`config.mk`:
```
export PLATFORM = sky130hd
export DESIGN_NAME = cl_irq_sched
export DESIGN_NICKNAME = d
export VERILOG_FILES = /design/src/rtl/cl_irq_sched.sv
export SDC_FILE = /design/constraint.sdc
export NUM_CORES = 1
export LEC_CHECK = 0
export ABC_AREA = 1
export BUFFER_PORTS_ARGS = -buffer_cell sky130_fd_sc_hd__buf_2
export CORE_UTILIZATION = 45
export DETAILED_ROUTE_END_ITERATION = 8
export MAX_ROUTING_LAYER = met4
export PLACE_DENSITY = 0.65
export SLEW_MARGIN = 10
export SYNTH_ARGS = -nofsm -noshare
export SYNTH_HDL_FRONTEND = slang
export SYNTH_SLANG_ARGS = --single-unit
```
`constraint.sdc`:
```
create_clock -name clk -period 6.6 [get_ports clk]
set_input_delay 0.99 -clock clk [delete_from_list [all_inputs] [get_ports clk]]
set_output_delay 0.99 -clock clk [all_outputs]
set_load 0.005 [all_outputs]
```
`src/rtl/cl_irq_sched.sv`:
```
// Round-robin interrupt scheduler: collects per-vector events, issues one-hot
// single-cycle requests to the shell and waits for the matching ack or a timeout.
module cl_irq_sched #(
    parameter int          NUM_VEC         = 16,
    parameter int          TIMEOUT_W       = 16,
    parameter int unsigned DEFAULT_TIMEOUT = 1000
) (
    input  logic                 clk,
    input  logic                 rst,
    input  logic [31:0]          cfg_addr,
    input  logic [31:0]          cfg_wdata,
    input  logic                 cfg_wr,
    input  logic                 cfg_rd,
    output logic                 cfg_ack,
    output logic [31:0]          cfg_rdata,
    input  logic [NUM_VEC-1:0]   evt_in,
    output logic [NUM_VEC-1:0]   cl_sh_irq_req,
    input  logic [NUM_VEC-1:0]   sh_cl_irq_ack,
    output logic                 busy
);

    typedef enum logic [1:0] {IDLE = 2'd0, REQ = 2'd1, WAIT = 2'd2} state_t;

    state_t               state, state_nxt;
    logic                 ctrl_en, ctrl_en_nxt;
    logic [NUM_VEC-1:0]   mask, mask_nxt;
    logic [NUM_VEC-1:0]   pend, pend_nxt;
    logic [NUM_VEC-1:0]   err, err_nxt;
    logic [TIMEOUT_W-1:0] timeout, timeout_nxt;
    logic [TIMEOUT_W-1:0] timer, timer_nxt;
    logic [31:0]          issue_cnt, issue_cnt_nxt;
    logic [3:0]           ptr, ptr_nxt;
    logic [3:0]           cur_vec, cur_vec_nxt;
    logic [NUM_VEC-1:0]   req_nxt;
    logic                 busy_nxt;
    logic [31:0]          rdata_nxt;

    logic [NUM_VEC-1:0]   elig;
    logic [NUM_VEC-1:0]   sel_onehot;
    logic [NUM_VEC-1:0]   issue_clr;
    logic [NUM_VEC-1:0]   err_set;
    logic [NUM_VEC-1:0]   pend_wr_set;
    logic [NUM_VEC-1:0]   err_wr_clr;
    logic [3:0]           sel;
    logic                 found;

    assign elig       = pend & ~mask;
    assign sel_onehot = NUM_VEC'(1'b1) << sel;

    // Round-robin search: first eligible vector above the pointer, wrapping.
    always_comb begin
        int idx;
        found = 1'b0;
        sel   = 4'd0;
        idx   = 0;
        for (int i = 1; i <= NUM_VEC; i++) begin
            idx = int'(ptr) + i;
            if (idx >= NUM_VEC) begin
                idx = idx - NUM_VEC;
            end else begin
                idx = idx;
            end
            if (!found && elig[idx]) begin
                found = 1'b1;
                sel   = 4'(idx);
            end else begin
                found = found;
            end
        end
    end

    // Register-file writes and read mux.
    always_comb begin
        ctrl_en_nxt = ctrl_en;
        mask_nxt    = mask;
        timeout_nxt = timeout;
        pend_wr_set = '0;
        err_wr_clr  = '0;
        if (cfg_wr) begin
            case (cfg_addr)
                32'h0000_0000: ctrl_en_nxt = cfg_wdata[0];
                32'h0000_0004: mask_nxt    = cfg_wdata[NUM_VEC-1:0];
                32'h0000_0008: pend_wr_set = cfg_wdata[NUM_VEC-1:0];
                32'h0000_000C: timeout_nxt = cfg_wdata[TIMEOUT_W-1:0];
                32'h0000_0014: err_wr_clr  = cfg_wdata[NUM_VEC-1:0];
                default:       ctrl_en_nxt = ctrl_en;
            endcase
        end else begin
            ctrl_en_nxt = ctrl_en;
        end

        rdata_nxt = 32'h0000_0000;
        if (cfg_rd) begin
            case (cfg_addr)
                32'h0000_0000: rdata_nxt = 32'(ctrl_en);
                32'h0000_0004: rdata_nxt = 32'(mask);
                32'h0000_0008: rdata_nxt = 32'(pend);
                32'h0000_000C: rdata_nxt = 32'(timeout);
                32'h0000_0010: rdata_nxt = {24'h00_0000, cur_vec, 2'b00, (state == WAIT), busy};
                32'h0000_0014: rdata_nxt = 32'(err);
                32'h0000_0018: rdata_nxt = issue_cnt;
                default:       rdata_nxt = 32'h0BAD_ADD0;
            endcase
        end else begin
            rdata_nxt = 32'h0000_0000;
        end
    end

    // Issue FSM next-state and outputs.
    always_comb begin
        state_nxt     = state;
        req_nxt       = '0;
        issue_clr     = '0;
        err_set       = '0;
        issue_cnt_nxt = issue_cnt;
        timer_nxt     = timer;
        ptr_nxt       = ptr;
        cur_vec_nxt   = cur_vec;
        case (state)
            IDLE: begin
                if (ctrl_en && found) begin
                    req_nxt     = sel_onehot;
                    issue_clr   = sel_onehot;
                    ptr_nxt     = sel;
                    cur_vec_nxt = sel;
                    timer_nxt   = timeout;
                    state_nxt   = REQ;
                end else begin
                    state_nxt = IDLE;
                end
            end
            REQ: begin
                state_nxt = WAIT;
            end
            WAIT: begin
                // An ack wins over a timer expiring in the same cycle.
                if (sh_cl_irq_ack[cur_vec]) begin
                    issue_cnt_nxt = issue_cnt + 32'd1;
                    state_nxt     = IDLE;
                end else if (timer != '0) begin
                    timer_nxt = timer - TIMEOUT_W'(1);
                    if (timer == TIMEOUT_W'(1)) begin
                        err_set[cur_vec] = 1'b1;
                        state_nxt        = IDLE;
                    end else begin
                        state_nxt = WAIT;
                    end
                end else begin
                    state_nxt = WAIT;
                end
            end
            default: begin
                state_nxt = IDLE;
            end
        endcase
        busy_nxt = (state_nxt != IDLE);
        // Set sources win over the issue-clear so a coincident event re-pends.
        pend_nxt = (pend & ~issue_clr) | evt_in | pend_wr_set;
        err_nxt  = (err & ~err_wr_clr) | err_set;
    end

    // State and register update.
    always_ff @(posedge clk or posedge rst) begin
        if (rst) begin
            state         <= IDLE;
            ctrl_en       <= 1'b0;
            mask          <= '0;
            pend          <= '0;
            err           <= '0;
            timeout       <= TIMEOUT_W'(DEFAULT_TIMEOUT);
            timer         <= '0;
            issue_cnt     <= 32'd0;
            ptr           <= 4'(NUM_VEC - 1);
            cur_vec       <= 4'd0;
            cl_sh_irq_req <= '0;
            busy          <= 1'b0;
            cfg_ack       <= 1'b0;
            cfg_rdata     <= 32'h0000_0000;
        end else begin
            state         <= state_nxt;
            ctrl_en       <= ctrl_en_nxt;
            mask          <= mask_nxt;
            pend          <= pend_nxt;
            err           <= err_nxt;
            timeout       <= timeout_nxt;
            timer         <= timer_nxt;
            issue_cnt     <= issue_cnt_nxt;
            ptr           <= ptr_nxt;
            cur_vec       <= cur_vec_nxt;
            cl_sh_irq_req <= req_nxt;
            busy          <= busy_nxt;
            cfg_ack       <= cfg_wr | cfg_rd;
            cfg_rdata     <= rdata_nxt;
        end
    end

endmodule

```
==> results.py <==
metrics = {
    "power_and_ir_drop": {
        "clkPwrFrac": 0.470,
        "powerDensity_mw_per_mm2": 191,
        "sw_frac_of_total": 0.251,
        "ir_worst_vdd_v": 0.000152,
        "power.switching_mw": 0.569,
        "p_comb_frac": 0.052,
        "power_leakage_nw": 6.14,
        "p_int_mw": 1.70,
        "power_mw": 2.27,
        "pwr-share-seq": 0.478,
    },
    "sta": {
        "worstMarginPinSlew_ns": 1.05,
        "max_freq_ghz": 0.181,
        "maxSlewViolCount": 0,
        "slew_headroom": 0.300,
        "finalHoldViolCount": 0,
        "hold_ws_ns": 0.479,
        "finalCritPeriodShare": 0.836,
        "setup_tns_ns": 0,
        "skew_ns": 0.0112,
        "fin_crit_ns": 5.52,
        "rsz0062_at_grt": "false",
        "setup_viol": 0,
    },
    "clocking": {
        "cts_tree": "yes",
        "ctsHoldBuffers": 0,
        "cts_sinks": 173,
        "htree_levels": 4,
        "clk_latency_ns": 0.44,
        "clockBufferDepth": 2,
        "clk_pin_slew_worst_paths_ns": 0.07,
        "cts_resized": 0,
        "cts_buffers": 17,
        "postCtsSetupRepairBufs": 0,
        "cts_root_buf": "clkbuf_16",
    },
    "yosys": {
        "yosysSeqAreaShare": 0.420,
        "synth-edff-count": 0,
        "synthArstFlopShare": 1.00,
        "synth_cells": 1417,
        "ys_warn_count": 0,
        "synthTopCellsByArea": "dfrtp_1, nand2_1, nand3_1",
        "syn-cell-area_mm2": 0.0103,
        "avgSynthCellArea_um2": 7.29,
        "synth_top_area_cell": "dfrtp_1",
        "ys_ff_latch": 173,
        "yosys.cell_types.count": 51,
        "synthFlopType": "dfrtp_1",
        "synth_top_cells_by_count": "nand2_1, inv_1, nand3_1",
        "yosysMostFrequentCell": "nand2_1",
        "syn_nets": 1527,
        "synth_top_area_share": 0.395,
    },
    "grt": {
        "busiest_layer": "met2",
        "first_global_vias": 9281,
        "grt_max_degree": 104,
        "overflow": 0,
        "antenna_found_initial": 0,
        "grt.met2_usage": 0.428,
        "grt_usage": 0.286,
        "met1_usage": 0.393,
        "grtUsageMet3": 0.0564,
        "grt_pass1_wl_um": 50300,
    },
    "critical_path": {
        "reg2reg_slack_ns": 1.08,
        "cp_data_arrival_time_ns": 5.79,
        "crit_fanout": 32,
        "slowest_stage": "dfstp_2",
        "path_buf_inv": 2,
        "critPathKind": "reg -> reg",
        "cpPeakStageDelay_ns": 0.82,
        "worstPathRequired_ns": 6.87,
        "critPathCaptureType": "flip-flop",
        "cp_top_family": "simple AND/OR/NAND/NOR gates",
        "cpMostUsedCell": "nand3_1",
        "crit_path_start_kind": "flip-flop",
        "crit_chain": "inv_1 > ha_1 > inv_1 > nand3_1 > nand3_1 > nand3_1 > nand2_1 > nand3_4 > nor2_4 > nand4_4 > nor2_2 > nand4_1 > nor2_2 > nand3_1 > nor2_1 > nand2_1 > nand3_1 > nand2_1 > o311ai_0 > o21ai_0",
    },
    "cells_and_area": {
        "area_delta_synth_final_pct": 14.6,
        "post-route-util": 0.525,
        "drive_gt1_frac": 0.140,
        "num-nets-final": 1648,
        "diodes": 0,
        "postLayoutCellArea_mm2": 0.0119,
    },
    "die": {
        "die_h_um": 154,
        "die_x_um": 154,
        "core_area_mm2": 0.0226,
        "ios": 150,
        "rows": 55,
        "die-area_mm2": 0.0236,
        "initial_core_util": 0.458,
    },
    "placed_design": {
        "gp_congestion": 0.927,
        "dpl.hpwl_um": 24200,
        "io_buffers": 133,
        "dpl_cell_area_mm2": 0.0112,
    },
    "routing": {
        "dr.pass1.iters": 6,
        "wire_per_inst_um": 17.4,
        "drc_errors": 0,
        "vias": 10100,
        "postRouteAntennaNets": 0,
        "viasPerCell": 5.51,
        "wirelength_um": 31900,
        "drt_iter0_drc": 892,
    },
    "hold_path": {
        "min_path_type": "reg -> reg",
    },
    "run_status": {
        "outcome": "finished clean",
    },
    "job": {
        "drv_cap": 0,
    },
}
## registers in the layout, indices dropped and copies added, names as in the netlist, 2 cells and up
| signal | count |
|---|---|
| cfg_rdata | 32 |
| cl_sh_irq_req | 16 |
| cur_vec | 4 |
| err | 16 |
| issue_cnt | 32 |
| mask | 16 |
| pend | 16 |
| ptr | 4 |
| state | 2 |
| timeout | 16 |
| timer | 16 |
## worst reg2reg max path, delay by kind of cell (launching register included)
kind	cells	cell delay, ns
adder cells (fa/ha/maj)	1	0.53
buffers and inverters	2	0.62
AO/OA/AOI/OAI	2	0.44
flip-flops	1	0.82
AND/OR/NAND/NOR	15	2.95
## path summary, 6_finish.rpt
path / from / to / depth (start not counted)
max: ptr[1] / timer[3] / 20
min: issue_cnt[10] / issue_cnt[10] / 1
max reg2reg: ptr[1] / timer[3] / 20
min reg2reg: issue_cnt[10] / issue_cnt[10] / 1
max in group asynchronous: rst / issue_cnt[5] / 3
min in group asynchronous: rst / timer[15] / 2
## layout by cell type, fill, tap and decap left out, types with 7 or more instances in the layout
cell type and n:
o22ai_1 16, xor2_1 27, nor2_1 132, a21oi_1 24
o21bai_1 19, nand3_1 205, clkbuf_16 17, buf_4 9
dfrtp_1 163, o21ai_0 121, inv_1 214, nor4_1 14
nor3_1 14, nand4_1 33, dfstp_2 10, nand2_1 299
buf_2 133, a221oi_1 7, ha_1 10
## final cells by class
type | instances | area [µm²]
fill | 2249 | 10700
multi-input combinational | 981 | 4960
sequential | 173 | 4340
inverter | 223 | 842
timing repair buffer | 142 | 733
clock buffer | 17 | 425
tap | 285 | 357
clock inverter | 15 | 194
## power by group through the flow
stage | registers [mW] | clock network, mW | logic, mW
floorplan | 1.10 | 0 | 0.0632
global placement | 1.10 | 0 | 0.117
detailed placement | 1.10 | 0 | 0.118
CTS | 1.08 | 1.08 | 0.119
global route | 1.08 | 1.13 | 0.134
finish | 1.08 | 1.06 | 0.119
## per-layer routing
layer	vias to the layer above	share of wire	routed length, µm
met1	4719	0.46	14600
li1	4908	-	-
met2	447	0.44	14100
met3	41	0.083	2650
met5	-	0	0
met4	0	0.019	591
## stage by stage
step | std cells | worst slack, ns
6_report | 1836 | 1.08
5_1_grt | 1836 | 0.368
4_1_cts | 1836 | 1.12
3_5_place_dp | 1804 | 1.12
3_3_place_gp | 1804 | 1.26
2_1_floorplan | 1417 | 0.938
## cells by family (layout without fill, tap and decap cells)
group	Yosys count	count (layout)	synth area share
simple gates	722	722	0.316
buf+inv	263	397	0.100
compound gates	216	216	0.121
flops	173	173	0.420
xor+xnor	33	33	0.0301
fa+ha+maj	10	10	0.0121
(Power assumes the default switching activity.)
